<file path="src/rtl/grey_10_check.sv">
// grey_10_check: consumer/checker stage for the ring-grey decade counter.
//   Registers the incoming 5-bit ring-grey code and the divided clock. It decodes
//   the registered code to a BCD digit. Every transition is checked for a legal
//   code, a +1 mod 10 step and the correct clk_div phase. Lock state, decade carry
//   and a saturating error count feed the next decade.
// Ports:
//   i_clk      clock, all state on rising edge
//   i_rst      asynchronous active-high reset
//   i_cnt      ring-grey code from the counter
//   i_clk_div  divide-by-10 clock from the counter
//   i_clr_err  synchronous clear of o_err_cnt
//   o_digit    decoded digit 0..9, 4'hF when the registered code is illegal
//   o_valid    registered code is one of the ten legal codes
//   o_locked   checker is in LOCKED
//   o_carry    1-cycle pulse on a 9->0 transition while LOCKED
//   o_err      1-cycle pulse on a bad transition while LOCKED
//   o_err_cnt  saturating count of o_err pulses
module grey_10_check #(
    parameter int unsigned LOCK_N = 4,
    parameter int unsigned ERR_W  = 8
) (
    input  logic             i_clk,
    input  logic             i_rst,
    input  logic [4:0]       i_cnt,
    input  logic             i_clk_div,
    input  logic             i_clr_err,
    output logic [3:0]       o_digit,
    output logic             o_valid,
    output logic             o_locked,
    output logic             o_carry,
    output logic             o_err,
    output logic [ERR_W-1:0] o_err_cnt
);

    localparam int unsigned CODE_W = 5;
    localparam int unsigned DIG_W  = 4;
    localparam int unsigned GCNT_W = 4;

    localparam logic [DIG_W-1:0]  DIG_BAD   = DIG_W'(15);
    localparam logic [GCNT_W-1:0] LOCK_LAST = GCNT_W'(LOCK_N - 1);

    typedef enum logic {
        SEARCH = 1'b0,
        LOCKED = 1'b1
    } state_t;

    state_t              state, state_d;
    logic [CODE_W-1:0]   r_code, r_prev;
    logic                r_div;
    logic [GCNT_W-1:0]   good_cnt, good_cnt_d;

    logic [DIG_W-1:0]    dig_code, dig_prev, dig_next;
    logic                good;

    logic [DIG_W-1:0]    digit_d;
    logic                valid_d, locked_d, carry_d, err_d;
    logic [ERR_W-1:0]    err_cnt_d;

    // Ring-grey code to BCD digit; anything outside the table decodes to 4'hF.
    function automatic logic [DIG_W-1:0] dig(input logic [CODE_W-1:0] code);
        case (code)
            5'b10001: dig = 4'd0;
            5'b00001: dig = 4'd1;
            5'b00011: dig = 4'd2;
            5'b00010: dig = 4'd3;
            5'b00110: dig = 4'd4;
            5'b00100: dig = 4'd5;
            5'b01100: dig = 4'd6;
            5'b01000: dig = 4'd7;
            5'b11000: dig = 4'd8;
            5'b10000: dig = 4'd9;
            default:  dig = DIG_BAD;
        endcase
    endfunction

    // Stage 1: capture code history and divided clock.
    always_ff @(posedge i_clk or posedge i_rst) begin
        if (i_rst) begin
            r_code <= '0;
            r_prev <= '0;
            r_div  <= 1'b0;
        end else begin
            r_prev <= r_code;
            r_code <= i_cnt;
            r_div  <= i_clk_div;
        end
    end

    // Transition qualification on the stage-1 values.
    always_comb begin
        dig_code = dig(r_code);
        dig_prev = dig(r_prev);
        dig_next = (dig_prev == 4'd9) ? 4'd0 : dig_prev + 4'd1;
        // clk_div is high for digits 5..9 and low for 0..4.
        good     = (dig_code != DIG_BAD) && (dig_prev != DIG_BAD) &&
                   (dig_code == dig_next) && (r_div == (dig_code >= 4'd5));
    end

    // Stage 2 next-state and output logic.
    always_comb begin
        state_d    = state;
        good_cnt_d = good_cnt;
        carry_d    = 1'b0;
        err_d      = 1'b0;
        digit_d    = dig_code;
        valid_d    = (dig_code != DIG_BAD);

        case (state)
            SEARCH: begin
                if (good) begin
                    if (good_cnt == LOCK_LAST) begin
                        state_d    = LOCKED;
                        good_cnt_d = '0;
                    end else begin
                        good_cnt_d = good_cnt + GCNT_W'(1);
                    end
                end else begin
                    good_cnt_d = '0;
                end
            end
            LOCKED: begin
                if (good) begin
                    carry_d = (dig_prev == 4'd9) && (dig_code == 4'd0);
                end else begin
                    err_d      = 1'b1;
                    state_d    = SEARCH;
                    good_cnt_d = '0;
                end
            end
            default: begin
                state_d    = SEARCH;
                good_cnt_d = '0;
            end
        endcase

        locked_d = (state_d == LOCKED);

        // Clear wins over accumulate, but an error in the clearing cycle still counts once.
        err_cnt_d = o_err_cnt;
        if (i_clr_err) begin
            err_cnt_d = err_d ? ERR_W'(1) : '0;
        end else if (err_d && (o_err_cnt != '1)) begin
            err_cnt_d = o_err_cnt + ERR_W'(1);
        end
    end

    // Stage 2 state and output registers.
    always_ff @(posedge i_clk or posedge i_rst) begin
        if (i_rst) begin
            state     <= SEARCH;
            good_cnt  <= '0;
            o_digit   <= DIG_BAD;
            o_valid   <= 1'b0;
            o_locked  <= 1'b0;
            o_carry   <= 1'b0;
            o_err     <= 1'b0;
            o_err_cnt <= '0;
        end else begin
            state     <= state_d;
            good_cnt  <= good_cnt_d;
            o_digit   <= digit_d;
            o_valid   <= valid_d;
            o_locked  <= locked_d;
            o_carry   <= carry_d;
            o_err     <= err_d;
            o_err_cnt <= err_cnt_d;
        end
    end

endmodule

</file>
<file path="config.mk">
export PLATFORM = sky130hd
export DESIGN_NAME = grey_10_check
export DESIGN_NICKNAME = d
export VERILOG_FILES = /design/src/rtl/grey_10_check.sv
export SDC_FILE = /design/constraint.sdc
export NUM_CORES = 1
export LEC_CHECK = 0
export CAP_MARGIN = 20
export CELL_PAD_IN_SITES_DETAIL_PLACEMENT = 2
export CELL_PAD_IN_SITES_GLOBAL_PLACEMENT = 2
export CORE_UTILIZATION = 31
export DETAILED_ROUTE_END_ITERATION = 16
export PLACE_DENSITY = 0.72
export RECOVER_POWER = 50
export SYNTH_ARGS = -nofsm -noshare
export SYNTH_HDL_FRONTEND = slang
export SYNTH_SLANG_ARGS = --single-unit
export TNS_END_PERCENT = 100
</file>
<file path="constraint.sdc">
create_clock -name i_clk -period 2.25 [get_ports i_clk]
set_input_delay 0.45 -clock i_clk [delete_from_list [all_inputs] [get_ports i_clk]]
set_output_delay 0.45 -clock i_clk [all_outputs]
set_load 0.05 [all_outputs]
</file>
==> results <==
- The flow ran to the end, but the final reports show violations.
- The checks that failed: negative setup slack.
- Measured along the y axis, the die boundary spans approximately 76 um.
- The clock net sink count is 31.
- The signal on the critical path passes through or4b_4 -> and2_4 -> o311a_4 -> nor4_4 -> buf_6 -> nor3_2 -> mux2_4.
- In the synthesized netlist the dominant register cell turns out to be sky130_fd_sc_hd__dfrtp_1.
- Dividing the detail-routed wire length by the instance count gives 19.45 um.
- The power density over the cells is approximately 500 nW/um^2.
- The clock network is responsible for approximately a third of the overall power.
- The core region is 5205 um^2.
- The number of maximum-capacitance violations is 0.
- The worst slew margin relative to its limit is 65.07%.
- The count of buffers added on input and output ports is 24.
- The number of placement rows is 26.
- The DRC violation total after the first TritonRoute iteration is 74.
- The number of antenna violations at the first check in global routing was 0.
- The number of nets in the layout is approximately 240.
- The critical path start-end classification is reg -> reg.
- The proportion of power drawn by flip-flops and latches is a little under half.
- The number of CTS-inserted buffers is 5.
- The startpoint type of the worst setup path is a register.
- From synthesis to final layout, the design area changed by 49.60%.
- The die covers 5835 um^2.
- The netlist uses 48 different library cells.
- Counting flops with an async set or reset pin after synthesis yields a share of 100.0%.
- The first-pass GRT wire length is between 9 and 10 mm.
- Hold timing on the final database bottoms out at a slack of 0.5304 ns.
- In the layout the commonest cells are 38 x sky130_fd_sc_hd__buf_4, 23 x sky130_fd_sc_hd__dfrtp_1, 18 x sky130_fd_sc_hd__clkdlybuf4s50_1, 9 x sky130_fd_sc_hd__nor2_1.
- The largest net degree at the start of global routing is 32.
- The synthesized netlist occupies a cell area of approximately 1700 um^2.
- The first detailed-routing pass took 5 iterations.
- The portion of the post-synthesis area used by sequential elements is between 40% and 50%.
- The maximum fanout along the worst path is 6.
- Global routing used approximately a fifth of the available tracks.
- The required arrival time at the worst endpoint is 2.43 ns.
- The master of the slowest instance on the critical path is sky130_fd_sc_hd__or4b_4.
- The switching power is about 370 uW.
- The number of failing hold endpoints at the final stage was 0.
- The initial core utilization is roughly 33%.
- The part of the total power dissipated in combinational logic is roughly 19%.
- In the synthesized netlist, the number of instances is 170.
- The via count of the first global-routing pass is 1791.
- The measured slew at the worst slew-check pin is between 0.5 and 0.6 ns.
- Across all setup checks in the final design, the least slack found is -0.3037 ns.
- The final weighted congestion of routability-driven global placement is around 0.8.
- The biggest cell delay along the critical path is between 0.5 and 0.6 ns.
- The buffer depth of the longest clock path is 2.
- The time the worst path needs with I/O delays and setup is between 2 and 3 ns.
- The cell family contributing the most delay on the critical path is simple AND/OR/NAND/NOR gates.
- The synthesized netlist net count is roughly 180.
- For the worst-skew pair, the clock arrives at the later sink with an insertion delay of 0.30 ns.
- STA classifies the critical path endpoint as a register.
- The peak supply drop is roughly 0.25 mV.
- After clock tree synthesis, the flow added hold-fix buffers numbering 0.
- In this run, synthesis inferred 0 flip-flops with an integrated enable.
- The post-route netlist has between 40% and 50% of its cells at a drive strength greater than 1.
- The root buffer cell chosen for the clock tree is sky130_fd_sc_hd__clkbuf_8.
- The data arrival time at the worst-slack endpoint is between 2 and 3 ns.
- The synthesized area per cell is roughly 10 um^2.
- In this run the remaining antenna-violating nets after routing total 0.
- The number of warning messages in the yosys log is 0.
- The internal power is roughly 910 uW.
- Clock skew on the completed layout was measured at a little over 0.009 ns.
- Summed over all layers, the global routing overflow is 0.
- In this run switching power makes up between 20 and 30% of total power.
- Summing over every cut layer, the via total after detailed routing is approximately 1.6k.
- The number of antenna diodes is 0.
- TritonCTS built the clock tree.
- The total of endpoints with negative setup slack in the final report is 15.
- The share of the clock period used by the worst path after layout is 113.5%.
- CTS built an H-tree with a depth of 2.
- The die is 76.39 um wide.
- The wire-length estimate of the detail-placed layout is 3.790 mm.
- After detailed routing, the number of remaining DRC violations is 0.
- The via count normalized by instance count is 5.294.
- The commonest non-fill, non-tap cell in the layout is sky130_fd_sc_hd__buf_4.
- In this run the worst hold path is classified as in -> async.
- The static power due to leakage is 1.037 nW.
- The final core area utilization is a little under 50%.
- The number of max-slew violations in the final report is 0.
- The number of flip-flops and latches in the synthesized netlist is 31.
- Counting both buffers and inverters, the worst setup path holds a total of 1.
- After clock tree synthesis, the clock-pin slew on the worst setup and hold paths is 0.07 ns.
- Setup repair after global routing could not meet its margin everywhere.
- The number of I/O pins is 25.
- Timing would allow up to 0.3916 GHz.
- After filler insertion, the fill cell instance count of the layout stands at 538.
- The detailed-route wire length is approximately 5.9 mm.
worst min-delay path, cell delays in order:
cell and delay (ns):
sky130_fd_sc_hd__clkdlybuf4s50_1 0.39, sky130_fd_sc_hd__inv_1 0.05, sky130_fd_sc_hd__buf_4 0.36
Yosys cell counts (all sizes together) (2+ instances only):
master / number / area share, %
a21oi: 11 / 3.2
and2: 2 / 0.88
and3: 3 / 1.1
buf: 6 / 2.5
clkbuf: 5 / 1.1
dfrtp: 27 / 39
dfstp: 4 / 6.1
ha: 2 / 1.5
inv: 5 / 1.1
mux2: 3 / 2.4
nand2: 7 / 1.5
nand2b: 3 / 1.1
nand3: 9 / 2.6
nand3b: 3 / 1.3
nand4b: 4 / 2.0
nor2: 13 / 2.8
nor2b: 9 / 3.3
nor3: 9 / 3.8
nor4b: 3 / 1.5
o21ai: 9 / 2.6
o31ai: 2 / 0.88
or4: 4 / 1.8
or4b: 2 / 1.4
xnor2: 2 / 1.0
xor2: 5 / 2.6
registers in the layout (all words and copies together) (netlist names):
register,count
r_code,5
r_div,1
r_prev,5
o_carry,1
o_valid,1
o_digit,4
good_cnt,4
state,1
o_err_cnt,8
o_err,1
layout make-up:
type | instances | area (um^2) | area share, %
well taps | 70 | 87.58 | 3.413
inverters | 5 | 18.77 | 0.7314
multi-input cells | 123 | 1020 | 39.74
flip-flops and latches | 31 | 785.8 | 30.62
clock inverters | 1 | 5.005 | 0.1950
repair buffers | 66 | 573.1 | 22.33
clock buffers | 7 | 76.32 | 2.974
what timing repair did:
| item | 4_1_cts | 5_1_grt |
|---|---|---|
| endpoints found under the setup margin | 15 | 15 |
| resized for setup | 33 | 9 |
| cloned | 1 | 0 |
| pin swaps | 17 | 8 |
| setup buffers | 7 | 3 |
per-stage QoR:
stage	instance area, um^2	setup WS, ns	setup TNS (ns)	power, mW	std cells
6_report	2566	-0.3037	-2.634	1.282	303
5_1_grt	2566	-0.3613	-4.090	1.327	303
4_1_cts	2510	-0.2213	-2.387	1.280	300
3_5_place_dp	2216	-0.4082	-3.843	0.7996	284
3_3_place_gp	2216	-0.2758	-2.370	0.7898	284
2_1_floorplan	1717	-0.1075	-0.4718	0.7081	170
final timing paths:
| path | from | to | slack (ns) | cells after the start |
|---|---|---|---|---|
| setup / recovery | r_code[4] | o_err_cnt[7] | -0.30 | 7 |
| hold / removal | i_rst | o_err_cnt[2] | 0.53 | 3 |
| setup reg to reg | r_code[4] | o_err_cnt[7] | -0.30 | 7 |
| hold reg to reg | o_err_cnt[6] | o_err_cnt[6] | 0.58 | 2 |
| max in group asynchronous | i_rst | o_digit[1] | 1.38 | 3 |
| min in group i_clk | o_err_cnt[6] | o_err_cnt[6] | 0.58 | 2 |
power by group through the flow:
stage | registers, mW | logic [mW] | clock network [mW]
floorplan | 0.621 | 0.0870 | 0
global placement | 0.605 | 0.185 | 0
detailed placement | 0.608 | 0.191 | 0
CTS | 0.600 | 0.224 | 0.456
global route | 0.603 | 0.251 | 0.473
finish | 0.601 | 0.237 | 0.444
logic make-up after synthesis:
kind of cell               count (synthesis)  synth area share [%]
buffers and inverters                     16                 4.668
xor gates and xnor gates                   7                 3.574
and+or+nand+nor                           76                 28.30
DFF                                       31                 45.51
muxes                                      4                 2.991
adders and majority gates                  2                 1.459
AOI/OAI and AO/OA                         34                 13.49
layer usage:
layer	vias to the layer above	GRT usage, %	wire [um]
li1	737	-	-
met5	-	0	0
met4	0	7.308	117
met1	815	24.49	2485
met3	10	4.671	240
met2	42	37.93	3048
Power figures use the tool's default switching activity.
==> RTL change: new RTL, same flow settings <==
The localparam `GCNT_W` goes from 4 to 6.
--- a/src/rtl/grey_10_check.sv
+++ b/src/rtl/grey_10_check.sv
@@ -36,3 +36,3 @@
     localparam int unsigned DIG_W  = 4;
-    localparam int unsigned GCNT_W = 4;
+    localparam int unsigned GCNT_W = 6;
 
Behaviour: same outputs for any inputs over 10 cycles, from zero or initial values and one cycle with i_rst high; that may be too few to reach the edited logic, so the function may still have changed.
==> RTL change against the unedited design <==
The flow still finishes with violations (setup timing); area after synthesis increased by 4.6%; cell area increased by 4.2%; critical path type unchanged; sequential cell count increased by 2; wire length decreased by 1.7%; power increased by 12%; critical path depth increased by 3; setup slack got worse by 0.019 ns.
==> RTL change: results (changes against the unedited design) <==
outcome - complete, but fails checks (unchanged)
failing checks - setup timing (unchanged)
via/cell ratio - 5.21 (was 5.29)
post_cts resized - 23 (was 33)
Post-Place Cells - 301 (was 284)
Largest regs - o_err_cnt: 8 flops, good_cnt: 6 flops (was o_err_cnt: 8 flops, r_code: 5 flops, r_prev: 5 flops)
Finished Layout Cells - 317 (was 303)
worst reg-to-reg path cell count - 10 (was 7)
number of fillers in the final layout - 588 (was 538)
synth unique cells - 50 (was 48)
Least-Margin Pin Slew - 0.508 ns (was 0.522 ns)
GPL Wtd Cong - 0.813 (was 0.804)
Worst path slowest cell - or4_4 (was or4b_4)
met1 Use GR - 0.237 (was 0.245)
fraction of layout cells with a size suffix above 1 - 0.384 (was 0.403)
routed wl met2 - 3.14 mm (was 3.05 mm)
reg2reg start - r_code[3]$_DFF_PP0_ (was r_code[4]$_DFF_PP0_)
global-route wire length before repair - 9.49 mm (was 9.39 mm)
global-route usage over all layers - 0.206 (was 0.211)
1st-iter DRT viols - 67 (was 74)
Setup WS post-layout - -0.323 ns (was -0.304 ns)
Peak supply drop - 0.319 mV (was 0.254 mV)
Area contributors post-synth - dfrtp_1 40%, dfstp_2 5.9%, nor2_1 4.0%, a21oi_1 3.3%, xor2_1 2.9% (was dfrtp_1 39%, dfstp_2 6.1%, nor2b_1 3.3%, a21oi_1 3.2%, nor2_1 2.8%)
Pre-antenna DRT Iters - 4 (was 5)
register area share after synthesis - 0.463 (was 0.455)
setup violation total in the final timing report - 17 (was 15)
Min Hold Slack - 0.559 ns (was 0.530 ns)
Net Sw Frac - 0.251 (was 0.292)
## RTL change: logic make-up after synthesis
group           after synthesis
compound gates               34
xor+xnor                      8
fa+ha+maj                     2
buf+inv                      17
flops                        33
mux                           5
simple gates                 83
## RTL change: cell type report
class | instances | area [sq um] | area share
Clock buffer | 7 | 86.3 | 0.0323
Clock inverter | 1 | 30.0 | 0.0112
Inverter | 5 | 18.8 | 0.00702
Multi-Input combinational cell | 132 | 1020 | 0.380
Sequential cell | 33 | 838 | 0.313
Tap cell | 72 | 90.1 | 0.0337
Timing Repair Buffer | 67 | 594 | 0.222
## RTL change: power by group through the flow
stage	sequential (uW)	clock, uW	combinational [uW]
final	634	586	217
after global routing	637	629	235
after CTS	633	610	211
after detailed placement	644	0	194
after global placement	641	0	183
after floorplan	656	0	90.1
## RTL change: worst register-to-register path: cells and delay by family (launching register included)
family	cells	cell delay (ns)
AO/OA/AOI/OAI	3	0.65
XOR/XNOR	1	0.23
AND/OR/NAND/NOR	3	0.70
buffers and inverters	3	0.42
flip-flops	1	0.47
